[src/rtl/max_sched_pkg.sv]
// Shared types and defaults for the frame-max scheduler.
// Optional build macro APPROX_MAX_EN (consumed by max_cmp_unit) selects the approximate max.
package max_sched_pkg;

    typedef enum logic [1:0] {
        IDLE,
        ACC,
        HOLD
    } state_t;

    localparam int DEF_W         = 4;
    localparam int DEF_FRAME_LEN = 8;

    // Counter must hold FRAME_LEN itself, not just FRAME_LEN-1.
    function automatic int cnt_width(input int frame_len);
        return $clog2(frame_len + 1);
    endfunction

endpackage

[src/rtl/max_cmp_unit.sv]
// Combinational pairwise max. Build macro APPROX_MAX_EN: compare on bits [W-1:1]
// only and tie the result LSB to zero; otherwise exact unsigned max, ties keep a.
module max_cmp_unit #(
    parameter int W = 4
) (
    input  logic [W-1:0] a,
    input  logic [W-1:0] b,
    output logic [W-1:0] y
);

`ifdef APPROX_MAX_EN
    logic unused_lsb;
    assign unused_lsb = a[0] ^ b[0];
    assign y = (b[W-1:1] > a[W-1:1]) ? {b[W-1:1], 1'b0} : {a[W-1:1], 1'b0};
`else
    assign y = (b > a) ? b : a;
`endif

endmodule

[src/rtl/max_frame_sched.sv]
// Frame-max controller: reduces up to FRAME_LEN words per frame through one shared
// max_cmp_unit. Build macro APPROX_MAX_EN switches that unit to approximate mode.
module max_frame_sched
    import max_sched_pkg::*;
#(
    parameter int  W         = DEF_W,
    parameter int  FRAME_LEN = DEF_FRAME_LEN,
    localparam int CNT_W     = cnt_width(FRAME_LEN)
) (
    input  logic             clk,
    input  logic             rst_n,
    input  logic             in_valid,
    output logic             in_ready,
    input  logic [W-1:0]     in_data,
    input  logic             in_last,
    output logic             out_valid,
    input  logic             out_ready,
    output logic [W-1:0]     out_data,
    output logic [CNT_W-1:0] out_count,
    output logic             busy
);

    state_t           state_q, state_d;
    logic [W-1:0]     acc_q, cmp_a, max_val;
    logic [CNT_W-1:0] cnt_q, cnt_nxt;
    logic             accept, term;

    // Feeding zero on the first word lets the same unit load the accumulator,
    // which also applies the approximate-mode LSB masking to that word.
    assign cmp_a = (state_q == IDLE) ? '0 : acc_q;

    max_cmp_unit #(.W(W)) u_max (
        .a (cmp_a),
        .b (in_data),
        .y (max_val)
    );

    assign accept  = in_valid && in_ready;
    assign cnt_nxt = (state_q == IDLE) ? CNT_W'(1) : cnt_q + CNT_W'(1);
    assign term    = in_last || (cnt_nxt == CNT_W'(FRAME_LEN));

    always_comb begin
        state_d   = state_q;
        in_ready  = 1'b0;
        out_valid = 1'b0;
        case (state_q)
            IDLE, ACC: begin
                in_ready = 1'b1;
                if (in_valid) state_d = term ? HOLD : ACC;
            end
            HOLD: begin
                out_valid = 1'b1;
                if (out_ready) state_d = IDLE;
            end
            default: state_d = IDLE;
        endcase
    end

    always_ff @(posedge clk or negedge rst_n) begin
        if (!rst_n) begin
            state_q <= IDLE;
            acc_q   <= '0;
            cnt_q   <= '0;
        end else begin
            state_q <= state_d;
            if (accept) begin
                acc_q <= max_val;
                cnt_q <= cnt_nxt;
            end
        end
    end

    assign out_data  = acc_q;
    assign out_count = cnt_q;
    assign busy      = (state_q != IDLE);

endmodule

[config.mk]
export PLATFORM = sky130hd
export DESIGN_NAME = max_frame_sched
export DESIGN_NICKNAME = d
export VERILOG_FILES = /design/src/rtl/max_sched_pkg.sv /design/src/rtl/max_cmp_unit.sv /design/src/rtl/max_frame_sched.sv
export SDC_FILE = /design/constraint.sdc
export NUM_CORES = 1
export LEC_CHECK = 0
export BUFFER_PORTS_ARGS = -buffer_cell sky130_fd_sc_hd__buf_2
export CAP_MARGIN = 20
export CORE_AREA = 2 2 39 41
export DETAILED_ROUTE_END_ITERATION = 10
export DIE_AREA = 0 0 41 43
export PLACE_DENSITY = 0.76
export SLEW_MARGIN = 20
export SYNTH_ARGS = -nofsm -noshare
export SYNTH_HDL_FRONTEND = slang
export SYNTH_SLANG_ARGS = --single-unit
[constraint.sdc]
create_clock -name clk -period 4.62 [get_ports clk]
set_input_delay 0.231 -clock clk [delete_from_list [all_inputs] [get_ports clk]]
set_output_delay 0.231 -clock clk [all_outputs]
set_load 0.01 [all_outputs]
==> results.cfg <==
[clock_tree]
cts_tree = yes
ctsResizeCount = 0
root_buffer = clkbuf_4
clock_path_buffers = 2
clk_pin_slew_worst_paths_ns = 0.06
cts.sinks = 10
ctsHtreeMaxLevel = 1
clk_latency_ns = 0.26
cts_inserted_buffers = 3

[power_and_ir_drop]
power_switching_uw = 107.7
intPower_uw = 191.0
finalPower_uw = 298.7
p_leak_nw = 0.4056
vdd.ir_drop.worst_uv = 198.4
clockPowerShare_pct = 19.2
sw_frac_of_total_pct = 36.06
power_frac_comb_pct = 39.2
seq_power_share_pct = 41.6
pwr_density_cell_nw_per_um2 = 386.9

[routing]
wl_mm = 1.282
drt_iter0_markers = 0
dr_total_vias = 520
wl_per_cell_um = 12.57
firstDrtPassIters = 1
route.detailed.drc = 0
ant_nets = 0
vias_per_cell = 5.098

[placement]
place.gp.congestion = 0.7040
hpwl_mm = 1.046
place_area_um2 = 739.5
post-place-ws_ns = 2.473
dp_cells = 98
port-buffer-count = 19

[floorplan]
core_um2 = 1384
die_w_um = 41
dieArea_um2 = 1763
num_rows = 14
die_h_um = 43
floorplan.initialDensity_pct = 46.29
pin_count = 20

[critical_path]
cp-end-kind = flip-flop
worstSetupStartpointType = flip-flop
critPathMaxFanout = 9
cpPeakStageDelay_ns = 0.43
critPathBufInv = 0
path_cells = or2_1 -> nand2_1 -> ha_1 -> nor2b_4 -> o21a_1 -> o311ai_4 -> mux2i_1
path_class = flip-flop to flip-flop
cp.required_ns = 4.79
worstPathArrival_ns = 2.31
slowest_stage = dfrtp_1
cpLargestDelayFamily = simple AND/OR/NAND/NOR gates

[layout]
stdcell_count = 102
drive_gt1_share_pct = 30.23
final_common_cell = buf_2
final_nets = 102
stdcell_area_um2 = 772.0
n_fill_cell = 129
antenna_cells = 0
syn_to_final_growth_pct = 20.51
finish.utilization_pct = 55.79
final_cell_mix = buf_2 (19), nand2_1 (13), dfrtp_1 (10)

[yosys]
ys_types = 27
syn_nets = 79
synth_top_area_share_pct = 39.06
synth_area_per_cell_um2 = 9.856
synthCells = 65
synth_area_um2 = 640.6
ys_ff_latch = 10
ys_warn_count = 0
synth.area.top_cells = dfrtp_1 (39%), ha_1 (9.8%), nand2_1 (7.6%)
synth_top_area_cell = dfrtp_1
ys_seq_area_share_pct = 39.06

[timing]
fin_crit_sh_pct = 46.30
max_freq_ghz = 0.4675
rsz0062_at_grt = no
slew_headroom_pct = 74.64
period_minus_slack_ns = 2.139
setup_viol = 0
setup_slack_ns = 2.481
worst_hold_slack_ns = 0.1606
tightest_slew_ns = 0.3795
tns_ns = 0
finalClockSkew_ns = 0.005666
finalHoldViolCount = 0
slew_violations = 0

[global_routing]
grt_pass1_vias = 508
grt_max_degree = 11
grt_antenna_before_repair = 0
grt-ovfl-total = 0
grt.total_usage_pct = 18.41
grt_pass1_wl_mm = 2.152

[hold_path]
hp-class = input pin to flip-flop

[status]
status = finished clean

[run]
drv_cap = 0
==> flip-flops by register name, summed over array words and instances (netlist names) <==
register	cells
out_count	4
out_data	4
state_q	2
==> power by group through the flow <==
stage	Clock [mW]	Combinational, mW	Sequential (mW)
floorplan	0	0.0757	0.131
global placement	0	0.114	0.125
detailed placement	0	0.118	0.126
CTS	0.0604	0.119	0.124
global route	0.0641	0.134	0.128
finish	0.0573	0.117	0.124
==> repair_timing <==
action                                 CTS  global route
buffers inserted                         0             0
hold buffers                             1             0
endpoints found under the hold margin   10             0
==> routing by layer <==
metal	vias up	part of all wire, %	track usage, %
met4	0	0.31	8.000
li1	266	-	-
met2	20	46	26.88
met5	-	0	0
met3	2	6.5	4.712
met1	232	47	24.83
==> worst reg2reg max path: stages, from the launching register on <==
cell and delay (ns):
dfrtp_1 0.43, or2_1 0.36, nand2_1 0.11, ha_1 0.24
nor2b_4 0.13, o21a_1 0.19, o311ai_4 0.35, mux2i_1 0.24
==> path summary, 6_finish.rpt <==
kind,startpoint,endpoint,slack (ns),cells past startpoint
min in group asynchronous,rst_n,state_q[0],0.35,2
worst max register to register,state_q[0],out_data[1],2.48,7
max in group asynchronous,rst_n,out_data[2],4.07,2
worst min register to register,state_q[1],state_q[0],0.46,1
worst min-delay path,out_ready,state_q[1],0.16,2
worst max-delay path,state_q[0],out_data[1],2.48,7
==> cell families after synthesis <==
logic type / synth area share [%]
xor+xnor: 1.367
buf+inv: 6.054
fa+ha+maj: 9.766
simple gates: 21.88
flops: 39.06
compound gates: 13.87
mux: 8.008
==> cell usage after synthesis <==
library cell  instances
nand3_1               1
mux2_1                1
o21a_1                1
mux2i_1               4
o21ai_0               2
o32ai_1               1
and4b_1               1
o311ai_4              1
a311o_1               1
nor2_4                1
o21ai_1               1
a22o_2                1
nor2_1                2
xnor2_1               1
a31oi_1               1
buf_2                 1
or2_1                 2
nand4_1               1
nor2b_4               1
a21oi_1               1
and2_1                1
ha_1                  5
inv_1                 6
dfrtp_1              10
nand2b_1              3
nand2_1              13
buf_6                 1
==> final cells by class <==
class                   count  area [um^2]  area share (%)
clock buffers               3        22.52           2.917
repair buffers             20        105.1           13.61
multi-input cells          47        351.6           45.54
inverters                   6        22.52           2.917
flip-flops and latches     10        250.2           32.41
well taps                  16        20.02           2.593
Note: power is estimated with default switching activity, not from simulation.
